[src/rtl/cbi980_regarb.sv]
// Round-robin arbiter/sequencer sharing the cbi980_core register port between m0 (host) and m1 (DMA).
// Optional read watchdog is enabled by defining CBI980_ARB_TIMEOUT_EN (limit = TIMEOUT_CYCLES).
module cbi980_regarb #(
  parameter int TIMEOUT_CYCLES = 255
) (
  input  logic        clk,
  input  logic        rst,
  input  logic        m0_req,
  input  logic        m0_we,
  input  logic [2:0]  m0_addr,
  input  logic [31:0] m0_wdata,
  output logic        m0_done,
  output logic [31:0] m0_rdata,
  output logic        m0_err,
  input  logic        m1_req,
  input  logic        m1_we,
  input  logic [2:0]  m1_addr,
  input  logic [31:0] m1_wdata,
  output logic        m1_done,
  output logic [31:0] m1_rdata,
  output logic        m1_err,
  output logic [2:0]  wr_addr,
  output logic [31:0] wr_data,
  output logic        wr_en,
  input  logic        wr_err,
  output logic [2:0]  rd_addr,
  output logic        rd_valid_in,
  input  logic [31:0] rd_data,
  input  logic        rd_valid_out,
  output logic        busy,
  output logic        owner
);

  typedef enum logic [1:0] {S_IDLE, S_WRITE, S_READ, S_RESP} state_t;

  state_t      r_state;
  logic        r_owner;
  logic [2:0]  r_wr_addr;
  logic [31:0] r_wr_data;
  logic [2:0]  r_rd_addr;
  logic        r_wr_en;
  logic        r_rd_vld;
  logic        r_m0_done, r_m1_done;
  logic [31:0] r_m0_rdata, r_m1_rdata;
  logic        r_m0_err, r_m1_err;

  logic        w_any_req;
  logic        w_grant_m1;
  logic        w_sel_we;
  logic [2:0]  w_sel_addr;
  logic [31:0] w_sel_wdata;
  logic        w_fin;
  logic [31:0] w_fin_rdata;
  logic        w_fin_err;

`ifdef CBI980_ARB_TIMEOUT_EN
  localparam logic [15:0] LP_LIMIT = 16'(TIMEOUT_CYCLES - 1);
  logic [15:0] r_cnt;
`else
  logic w_unused_timeout;
  assign w_unused_timeout = (TIMEOUT_CYCLES != 0);
`endif

  // On a tie the requester that did not own the last transaction wins.
  assign w_any_req   = m0_req | m1_req;
  assign w_grant_m1  = m1_req & (~m0_req | ~r_owner);
  assign w_sel_we    = w_grant_m1 ? m1_we    : m0_we;
  assign w_sel_addr  = w_grant_m1 ? m1_addr  : m0_addr;
  assign w_sel_wdata = w_grant_m1 ? m1_wdata : m0_wdata;

  always_comb begin
    w_fin       = 1'b0;
    w_fin_rdata = '0;
    w_fin_err   = 1'b0;
    case (r_state)
      S_WRITE: begin
        w_fin     = 1'b1;
        w_fin_err = wr_err;
      end
      S_READ: begin
        if (rd_valid_out) begin
          w_fin       = 1'b1;
          w_fin_rdata = rd_data;
        end
`ifdef CBI980_ARB_TIMEOUT_EN
        else if (r_cnt == LP_LIMIT) begin
          w_fin     = 1'b1;
          w_fin_err = 1'b1;
        end
`endif
      end
      default: ;
    endcase
  end

  always_ff @(posedge clk) begin
    if (rst) begin
      r_state    <= S_IDLE;
      r_owner    <= 1'b1;
      r_wr_addr  <= '0;
      r_wr_data  <= '0;
      r_rd_addr  <= '0;
      r_wr_en    <= 1'b0;
      r_rd_vld   <= 1'b0;
      r_m0_done  <= 1'b0;
      r_m1_done  <= 1'b0;
      r_m0_rdata <= '0;
      r_m1_rdata <= '0;
      r_m0_err   <= 1'b0;
      r_m1_err   <= 1'b0;
`ifdef CBI980_ARB_TIMEOUT_EN
      r_cnt      <= '0;
`endif
    end else begin
      r_m0_done <= 1'b0;
      r_m1_done <= 1'b0;
      r_wr_en   <= 1'b0;
      case (r_state)
        S_IDLE: begin
          if (w_any_req) begin
            r_owner   <= w_grant_m1;
            r_wr_addr <= w_sel_addr;
            r_rd_addr <= w_sel_addr;
            r_wr_data <= w_sel_wdata;
            if (w_sel_we) begin
              r_state <= S_WRITE;
              r_wr_en <= 1'b1;
            end else begin
              r_state  <= S_READ;
              r_rd_vld <= 1'b1;
`ifdef CBI980_ARB_TIMEOUT_EN
              r_cnt    <= '0;
`endif
            end
          end
        end
        S_READ: begin
`ifdef CBI980_ARB_TIMEOUT_EN
          r_cnt <= r_cnt + 16'd1;
`endif
        end
        S_RESP:  r_state <= S_IDLE;
        default: ;
      endcase
      // Completion routes status to the owner only; the other side holds its last values.
      if (w_fin) begin
        r_state  <= S_RESP;
        r_rd_vld <= 1'b0;
        if (r_owner) begin
          r_m1_done  <= 1'b1;
          r_m1_rdata <= w_fin_rdata;
          r_m1_err   <= w_fin_err;
        end else begin
          r_m0_done  <= 1'b1;
          r_m0_rdata <= w_fin_rdata;
          r_m0_err   <= w_fin_err;
        end
      end
    end
  end

  assign busy        = (r_state != S_IDLE);
  assign owner       = r_owner;
  assign wr_addr     = r_wr_addr;
  assign wr_data     = r_wr_data;
  assign wr_en       = r_wr_en;
  assign rd_addr     = r_rd_addr;
  assign rd_valid_in = r_rd_vld;
  assign m0_done     = r_m0_done;
  assign m0_rdata    = r_m0_rdata;
  assign m0_err      = r_m0_err;
  assign m1_done     = r_m1_done;
  assign m1_rdata    = r_m1_rdata;
  assign m1_err      = r_m1_err;

endmodule

[config.mk]
export PLATFORM = sky130hd
export DESIGN_NAME = cbi980_regarb
export DESIGN_NICKNAME = d
export VERILOG_FILES = /design/src/rtl/cbi980_regarb.sv
export SDC_FILE = /design/constraint.sdc
export NUM_CORES = 1
export LEC_CHECK = 0
export CAP_MARGIN = 30
export CORE_UTILIZATION = 41
export CTS_CLUSTER_DIAMETER = 120
export DETAILED_ROUTE_END_ITERATION = 16
export PLACE_DENSITY = 0.8
export SLEW_MARGIN = 20
export SYNTH_ARGS = -nofsm -noshare
export SYNTH_HDL_FRONTEND = slang
export SYNTH_SLANG_ARGS = --single-unit
[constraint.sdc]
create_clock -name clk -period 2.07 [get_ports clk]
set_clock_uncertainty 0.2 [all_clocks]
set_input_delay 0.621 -clock clk [delete_from_list [all_inputs] [get_ports clk]]
set_output_delay 0.621 -clock clk [all_outputs]
set_load 0.02 [all_outputs]
==> flow_metrics.env <==
export IMPL_synth_edff_count=0
export IMPL_viasPerCell=4.933
export IMPL_antenna_found_initial=0
export IMPL_power_mw=6.745
export IMPL_die_x_um=108.3
export IMPL_fin_crit_ns=1.972
export IMPL_rows=38
export IMPL_max_vdd_ir_drop_mv=0.6471
export IMPL_drt_wl_total_mm=12.39
export IMPL_start_util_pct=42.36
export IMPL_final_max_slew_violation_count=0
export IMPL_synthFlopType="dfxtp_1"
export IMPL_gp_congestion=0.8057
export IMPL_final_cell_mix="dlygate4sd2_1 (109), clkdlybuf4s50_1 (108), dfxtp_1 (108)"
export IMPL_clock_fmax_ghz=0.5070
export IMPL_drive_above_1_share_pct=7.704
export IMPL_yosysSeqAreaShare_pct=46.68
export IMPL_numPortBuffers=219
export IMPL_leakagePower_nw=3.320
export IMPL_netlist_area_mm2=0.004632
export IMPL_synth_async_reset_ratio_pct=0
export IMPL_grt_pass1_wl_mm=19.30
export IMPL_rsz0062_at_grt="false"
export IMPL_synth_cell_types=33
export IMPL_clockRootBuffer="clkbuf_16"
export IMPL_dp_cells=799
export IMPL_numCtsBuffers=9
export IMPL_path_common_cell="inv_1"
export IMPL_clock_sinks=108
export IMPL_synth_fp_nets=564
export IMPL_overflow=0
export IMPL_slowest_delay_ns=0.33
export IMPL_synthMuxAreaShare_pct=22.37
export IMPL_synth_compound_area_share_pct=7.807
export IMPL_worst_slew_pin_slew_ns=0.5078
export IMPL_clk_latency_ns=0.33
export IMPL_end_kind="primary output"
export IMPL_crit_arrival_ns=1.15
export IMPL_cp_cell_sequence="inv_1, ha_1, inv_1, buf_2"
export IMPL_place_ws_ns=-0.2968
export IMPL_crit_type="reg2out"
export IMPL_critical_path_max_fanout=2
export IMPL_critPathRequiredTime_ns=1.25
export IMPL_synth_xor_area_share_pct=0
export IMPL_die_h_um=108.3
export IMPL_status="complete, no violations"
export IMPL_final_setup_worst_slack_ns=0.09778
export IMPL_htreeDepth=3
export IMPL_fin_cells=816
export IMPL_hold_violations=0
export IMPL_crit_path_top_delay_cell="dfxtp_1"
export IMPL_worstHoldPathType="reg2reg"
export IMPL_cp_top_family="flip-flops"
export IMPL_area_delta_synth_final_pct=55.89
export IMPL_cap_violations=0
export IMPL_critical_path_buf_inv_count=3
export IMPL_post_dp_hpwl_mm=9.542
export IMPL_clockBufferDepth=2
export IMPL_grt_pass1_vias=4064
export IMPL_drc=0
export IMPL_setup_viol=0
export IMPL_relSlewSlack_pct=65.79
export IMPL_dr_pass1_iters=4
export IMPL_yosys_warnings=0
export IMPL_vias=4025
export IMPL_final_common_cell="dlygate4sd2_1"
export IMPL_ys_ff_latch=108
export IMPL_final_nets=787
export IMPL_boundaryPins=220
export IMPL_grt_max_degree=43
export IMPL_antenna_left=0
export IMPL_synthCells=450
export IMPL_drt_iter0_markers=141
export IMPL_wl_per_cell_um=15.19
export IMPL_core_mm2=0.01094
export IMPL_grt_util_all_layers_pct=21.11
export IMPL_synth_top_family_by_area="multiplexers"
export IMPL_cp_start_kind="register"
export IMPL_synthAdderAreaFrac_pct=1.080
export IMPL_post_route_period_util_pct=95.28
export IMPL_synth_simple_area_share_pct=16.10
export IMPL_cts_clk_slew_worst_paths_ns=0.06
export IMPL_cts_tree="done"
export IMPL_holdBufCountCts=0
export IMPL_powerDensity_mw_per_mm2=934.1
export IMPL_syn_area_per_cell_um2=10.29
export IMPL_die_area_mm2=0.01173
stage by stage:
stage / setup TNS, ns / area [um^2] / hold WS [ns] / util [%]
2_1_floorplan: 0 / 4632 / 0.3456 / -
4_1_cts: 0 / 7196 / 0.2770 / 65.80
3_5_place_dp: -11.46 / 7057 / 0.2663 / 64.53
6_report: 0 / 7221 / 0.2721 / 66.03
5_1_grt: 0 / 7218 / 0.2879 / 66.01
3_3_place_gp: -9.157 / 7057 / 0.2595 / 64.53
worst reg2reg max path: stages (launching register included):
cell	delay, ns
dfxtp_1	0.33
inv_1	0.06
ha_1	0.34
inv_1	0.12
nor3_4	0.28
buf_12	0.23
mux2i_1	0.23
power breakdown:
| group | switching [mW] | leakage [nW] | total (mW) | internal (mW) |
|---|---|---|---|---|
| Sequential | 0.169 | 0.880 | 2.58 | 2.41 |
| Combinational | 1.39 | 2.31 | 2.53 | 1.14 |
| Clock | 0.689 | 0.134 | 1.64 | 0.951 |
| Total | 2.24 | 3.32 | 6.75 | 4.50 |
cell type report:
class | count | area [um^2]
multi-input cells | 300 | 2207
well taps | 140 | 175.2
fillers | 891 | 3715
diodes | 1 | 2.502
flip-flops and latches | 108 | 2162
inverters | 4 | 15.01
clock buffers | 11 | 242.7
repair buffers | 250 | 2379
clock inverters | 2 | 37.54
flip-flops by register name, summed over array words and instances, names as in the netlist:
signal / count
rd_addr: 3
m1_err: 1
m0_err: 1
m1_rdata: 32
wr_en: 1
r_state: 2
rd_valid_in: 1
m1_done: 1
owner: 1
wr_data: 32
m0_done: 1
m0_rdata: 32
layer usage:
metal | track usage (%) | vias up | share of wire [%]
li1 | - | 1985 | -
met1 | 23.96 | 1854 | 41
met2 | 37.72 | 167 | 49
met3 | 5.546 | 19 | 7.8
met4 | 8.012 | 0 | 2.1
met5 | 0 | - | 0
repair_timing:
action,4_1_cts,5_1_grt
setup endpoints to repair,110,1
pin swaps,0,1
resized for setup,113,0
buffers inserted,0,3
synthesized netlist by cell type, types with 2 or more instances:
cell	instances	area (um^2)
o22ai_1	2	12.51
nor2_1	37	138.9
nand2b_1	67	419.2
mux2i_1	102	1021
buf_12	3	60.06
inv_1	4	15.01
ha_1	4	50.05
a211oi_1	35	262.8
o21ai_0	2	10.01
nand2_1	32	120.1
clkbuf_1	14	52.55
dfxtp_1	108	2162
buf_6	4	45.04
buf_4	6	45.04
a21oi_1	2	10.01
buf_2	10	50.05
a32oi_1	2	17.52
final timing paths:
| path | startpoint | end | slack, ns | cells after the start |
|---|---|---|---|---|
| setup / recovery | r_state[0] | busy | 0.1 | 4 |
| hold / removal | m0_rdata[31] | m0_rdata[31] | 0.27 | 2 |
| hold reg to reg | m0_rdata[31] | m0_rdata[31] | 0.27 | 2 |
| setup reg to reg | r_state[1] | m0_rdata[28] | 0.21 | 6 |
kinds of logic after synthesis:
family          Yosys count
simple gates            145
flops                   108
mux                     103
compound gates           48
buf+inv                  42
fa+ha+maj                 4
No activity file was read; power rests on OpenSTA's default activity.
